--- src/rtl/pipe_hazard_ctrl.sv ---
// Stall/flush sequencer for the 5-stage pipeline: load-use stalls, branch flushes, data-memory waits with timeout.
// Optional cycle counters are built only when PIPE_HAZARD_PERF_EN is defined.
module pipe_hazard_ctrl #(
    parameter int MEM_TIMEOUT = 64,
    parameter int CNT_W       = 16
) (
    input  logic       clk_i,
    input  logic       rst_i,
    input  logic [4:0] id_rsaddr_i,
    input  logic [4:0] id_rtaddr_i,
    input  logic       ex_memread_i,
    input  logic [4:0] ex_rtaddr_i,
    input  logic       branch_taken_i,
    input  logic       dmem_req_i,
    input  logic       dmem_ack_i,
    output logic       pc_write_o,
    output logic       ifid_write_o,
    output logic       ifid_flush_o,
    output logic       idex_write_o,
    output logic       idex_flush_o,
    output logic       exmem_write_o,
    output logic       memwb_bubble_o,
    output logic [1:0] state_o,
`ifdef PIPE_HAZARD_PERF_EN
    output logic [31:0] loaduse_cnt_o,
    output logic [31:0] memstall_cnt_o,
    output logic [31:0] flush_cnt_o,
`endif
    output logic       err_o
);

    typedef enum logic [1:0] {
        ST_RUN     = 2'd0,
        ST_MEMWAIT = 2'd1
    } state_e;

    localparam logic [CNT_W-1:0] TIMEOUT_LAST = CNT_W'(MEM_TIMEOUT - 1);

    state_e           state_q, state_d;
    logic [CNT_W-1:0] cnt_q, cnt_d;
    logic             err_q, err_d;
    logic             hz;
    logic             mem_pending;
    logic             freeze;

    always_comb begin
        hz = ex_memread_i && (ex_rtaddr_i != 5'd0) &&
             ((ex_rtaddr_i == id_rsaddr_i) || (ex_rtaddr_i == id_rtaddr_i));
        // A dropped request without ack releases exactly like an ack.
        mem_pending = dmem_req_i && !dmem_ack_i;
        state_d = state_q;
        cnt_d   = cnt_q;
        err_d   = err_q;
        freeze  = 1'b0;
        case (state_q)
            ST_MEMWAIT: begin
                if (!mem_pending) begin
                    state_d = ST_RUN;
                    cnt_d   = '0;
                end else begin
                    freeze = 1'b1;
                    if (cnt_q == TIMEOUT_LAST) begin
                        err_d   = 1'b1;
                        state_d = ST_RUN;
                        cnt_d   = '0;
                    end else begin
                        cnt_d = cnt_q + CNT_W'(1);
                    end
                end
            end
            default: begin
                state_d = ST_RUN;
                if (mem_pending) begin
                    freeze  = 1'b1;
                    state_d = ST_MEMWAIT;
                    cnt_d   = CNT_W'(1);
                end
            end
        endcase
    end

    always_comb begin
        pc_write_o     = 1'b1;
        ifid_write_o   = 1'b1;
        ifid_flush_o   = 1'b0;
        idex_write_o   = 1'b1;
        idex_flush_o   = 1'b0;
        exmem_write_o  = 1'b1;
        memwb_bubble_o = 1'b0;
        if (rst_i) begin
            pc_write_o     = 1'b0;
            ifid_write_o   = 1'b0;
            idex_write_o   = 1'b0;
            exmem_write_o  = 1'b0;
            ifid_flush_o   = 1'b1;
            idex_flush_o   = 1'b1;
            memwb_bubble_o = 1'b1;
        end else if (freeze) begin
            pc_write_o     = 1'b0;
            ifid_write_o   = 1'b0;
            idex_write_o   = 1'b0;
            exmem_write_o  = 1'b0;
            memwb_bubble_o = 1'b1;
        end else if (hz) begin
            // Branch is held off; it is re-evaluated once the load has moved on.
            pc_write_o   = 1'b0;
            ifid_write_o = 1'b0;
            idex_flush_o = 1'b1;
        end else if (branch_taken_i) begin
            ifid_flush_o = 1'b1;
        end
    end

    always_ff @(posedge clk_i or posedge rst_i) begin
        if (rst_i) begin
            state_q <= ST_RUN;
            cnt_q   <= '0;
            err_q   <= 1'b0;
        end else begin
            state_q <= state_d;
            cnt_q   <= cnt_d;
            err_q   <= err_d;
        end
    end

    assign state_o = state_q;
    assign err_o   = err_q;

`ifdef PIPE_HAZARD_PERF_EN
    logic [31:0] loaduse_q, loaduse_d;
    logic [31:0] memstall_q, memstall_d;
    logic [31:0] flush_q, flush_d;

    function automatic logic [31:0] sat_inc(input logic [31:0] v, input logic en);
        sat_inc = (en && (v != 32'hFFFF_FFFF)) ? v + 32'd1 : v;
    endfunction

    always_comb begin
        loaduse_d  = sat_inc(loaduse_q, !freeze && hz);
        memstall_d = sat_inc(memstall_q, freeze);
        flush_d    = sat_inc(flush_q, ifid_flush_o);
    end

    always_ff @(posedge clk_i or posedge rst_i) begin
        if (rst_i) begin
            loaduse_q  <= '0;
            memstall_q <= '0;
            flush_q    <= '0;
        end else begin
            loaduse_q  <= loaduse_d;
            memstall_q <= memstall_d;
            flush_q    <= flush_d;
        end
    end

    assign loaduse_cnt_o  = loaduse_q;
    assign memstall_cnt_o = memstall_q;
    assign flush_cnt_o    = flush_q;
`endif

endmodule

--- config.mk ---
export PLATFORM = sky130hd
export DESIGN_NAME = pipe_hazard_ctrl
export DESIGN_NICKNAME = d
export VERILOG_FILES = /design/src/rtl/pipe_hazard_ctrl.sv
export SDC_FILE = /design/constraint.sdc
export NUM_CORES = 1
export LEC_CHECK = 0
export BUFFER_PORTS_ARGS = -buffer_cell sky130_fd_sc_hd__buf_2
export CAP_MARGIN = 40
export CORE_ASPECT_RATIO = 0.8
export CORE_MARGIN = 3
export CORE_UTILIZATION = 40
export DETAILED_ROUTE_END_ITERATION = 8
export GPL_ROUTABILITY_DRIVEN = 0
export SLEW_MARGIN = 40
export SYNTH_ARGS = -nofsm -noshare
export SYNTH_HDL_FRONTEND = slang
export SYNTH_SLANG_ARGS = --single-unit
--- constraint.sdc ---
create_clock -name clk_i -period 2.4 [get_ports clk_i]
set_clock_uncertainty 0.1 [all_clocks]
set_input_delay 0.24 -clock clk_i [delete_from_list [all_inputs] [get_ports clk_i]]
set_output_delay 0.24 -clock clk_i [all_outputs]
set_load 0.01 [all_outputs]
==> flow_metrics.tcl <==
set metrics [dict create \
    grt_pass1_wl_um 4690 \
    cts_hold_buf 1 \
    grt_usage_pct 17.3 \
    yosysTopAreaCell "dfrtp_1" \
    hold_class "input pin to flip-flop" \
    ys.flop_type "dfrtp_1" \
    synth_compound_area_share_pct 21.5 \
    dp_cells 191 \
    cts_tree "yes" \
    synth_seq_cells 18 \
    synth.area.mux_share_pct 0 \
    grt_pass1_vias 1079 \
    cts_resized 0 \
    die_w_um 66.4 \
    setup_tns_ns 0 \
    drc 0 \
    power.leakage_nw 0.611 \
    ys_seq_area_share_pct 38.6 \
    timing.fmax_mhz 471 \
    postCtsSetupRepairBufs 0 \
    area_delta_synth_final_pct 15.8 \
    synth_most_common_cell "dfrtp_1" \
    syn_area_um2 1170 \
    cts_buffers 3 \
    tightest_slew_ns 0.510 \
    synth_nets 154 \
    worstHoldPathCells 3 \
    fin_util_pct 51.9 \
    hold_violations 0 \
    ys_warn_count 0 \
    ant_nets 0 \
    rsz0062_at_grt "no" \
    ios 31 \
    routed_wl_um 2740 \
    status "complete, no violations" \
    power.density_nw_per_um2 460 \
    drt_iter0_markers 79 \
    synth_fa_ha_area_share_pct 1.07 \
    finalCritPeriodShare_pct 88.5 \
    io_buffers 29 \
    worstSetupPathType "flip-flop to flip-flop" \
    grt_max_degree 25 \
    initial_core_util_pct 44.8 \
    ys_top_cells_by_area "dfrtp_1 (39%), a31oi_1 (5.4%), nand2_1 (5.2%)" \
    yosys.cell_types.count 39 \
    wire_per_inst_um 14.0 \
    drtPass1Iterations 4 \
    ir_drop_mv 0.269 \
    place_hpwl_um 2080 \
    end_kind "flip-flop" \
    nNetsFinal 183 \
    cts-root-buf "clkbuf_4" \
    synth-simple-area-share_pct 23.5 \
    cts.path.max_buffers 2 \
    synth_area_per_cell_um2 8.83 \
    synth_edf_count 0 \
    diodes 0 \
    worstRegToRegCells 6 \
    cts.sinks 18 \
    drv_cap 0 \
    synth_top_family_by_area "simple AND/OR/NAND/NOR gates" \
    crit_fanout 24 \
    rows 16 \
    die_height_um 54.3 \
    core_um2 2600 \
    required_ns 2.53 \
    clk_latency_ns 0.30 \
    htree_levels 1 \
    cp.arrival_ns 2.25 \
    max_slew_margin_pct 65.9 \
    viasPerCell 5.53 \
    yosys.area.top_type_share_pct 38.6 \
    fin_cells 196 \
    num_vias 1084 \
    syn-instance-count 132 \
    antenna_found_initial 0 \
    setup_viol 0 \
    async_flop_share_pct 100 \
    grt-ovfl-total 0 \
    die_area_um2 3600 \
    maxSlewViolCount 0 \
    synth_common_cells "dfrtp_1 (18), nand2_1 (16), a31oi_1 (10), nand3_1 (9), a21oi_1 (8)" \
    synthXorXnorAreaFrac_pct 8.26 \
    drive_gt1_share_pct 25.6 \
    fin_crit_ns 2.12 \
    cp-start-kind "flip-flop" \
    clk_transition_reported_paths_ns 0.11 \
]
critical path, stage by stage, from the launching register on:
cell     delay, ns
dfrtp_1       0.44
ha_1          0.25
and4_1        0.27
and4_4        0.20
nor2_4        0.40
o21ai_0       0.18
a31oi_1       0.19
placed cells by master (no fill, tap or decap), drive strengths merged, types with 3 or more instances in the layout:
cell,n
a21oi,8
a22o,3
a31oi,10
and4,3
buf,31
clkbuf,4
dfrtp,18
inv,3
nand2,16
nand3,9
nor2,8
nor3,3
o21ai,6
xnor2,5
xor2,6
where the power goes:
part,internal (mW),switching (mW),leakage [nW]
clock,0.0926,0.103,0.0210
combinational,0.0448,0.0546,0.343
sequential,0.312,0.0135,0.247
kinds of logic (layout without fill, tap and decap cells):
| family | after synthesis | after routing |
|---|---|---|
| simple gates | 52 | 52 |
| compound gates | 38 | 38 |
| flops | 18 | 18 |
| xor+xnor | 11 | 11 |
| buf+inv | 11 | 39 |
| fa+ha+maj | 1 | 1 |
| other cells | 1 | 1 |
path summary, 6_finish.rpt:
check	start	end	slack, ns
max	cnt_q[0]	cnt_q[15]	0.28
min	dmem_req_i	state_o[0]	0.18
max in group asynchronous	rst_i	cnt_q[10]	1.58
max reg2reg	cnt_q[0]	cnt_q[15]	0.28
min reg2reg	err_o	err_o	0.40
min in group asynchronous	rst_i	cnt_q[12]	0.42
per-stage QoR:
stage | area, um^2 | setup WS, ns | power [mW] | hold slack (ns)
4_1_cts | 1350 | 0.287 | 0.627 | 0.176
3_3_place_gp | 1300 | 0.400 | 0.427 | 0.202
6_report | 1350 | 0.276 | 0.621 | 0.182
3_5_place_dp | 1300 | 0.313 | 0.431 | 0.208
2_1_floorplan | 1170 | 0.622 | 0.391 | 0.0927
5_1_grt | 1350 | 0.127 | 0.651 | 0.211
area by class of cell:
| class | count | area, um^2 |
|---|---|---|
| inverters | 3 | 11.3 |
| clock buffers | 4 | 36.3 |
| multi-input cells | 103 | 637 |
| repair buffers | 32 | 170 |
| fillers | 251 | 1250 |
| flip-flops and latches | 18 | 450 |
| well taps | 36 | 45.0 |
per-layer routing:
metal  vias up  global-route usage, %  wire [um]
li1        540                      -          -
met1       518                   20.9       1270
met2        22                   31.8       1340
met3         4                   4.31        112
met4         0                   3.04         18
met5         -                      0          0
state kept, by name, summed over array words and instances, names as in the netlist:
name and cells:
state_o 1, err_o 1, cnt_q 16
No activity file was read; power rests on OpenSTA's default activity.
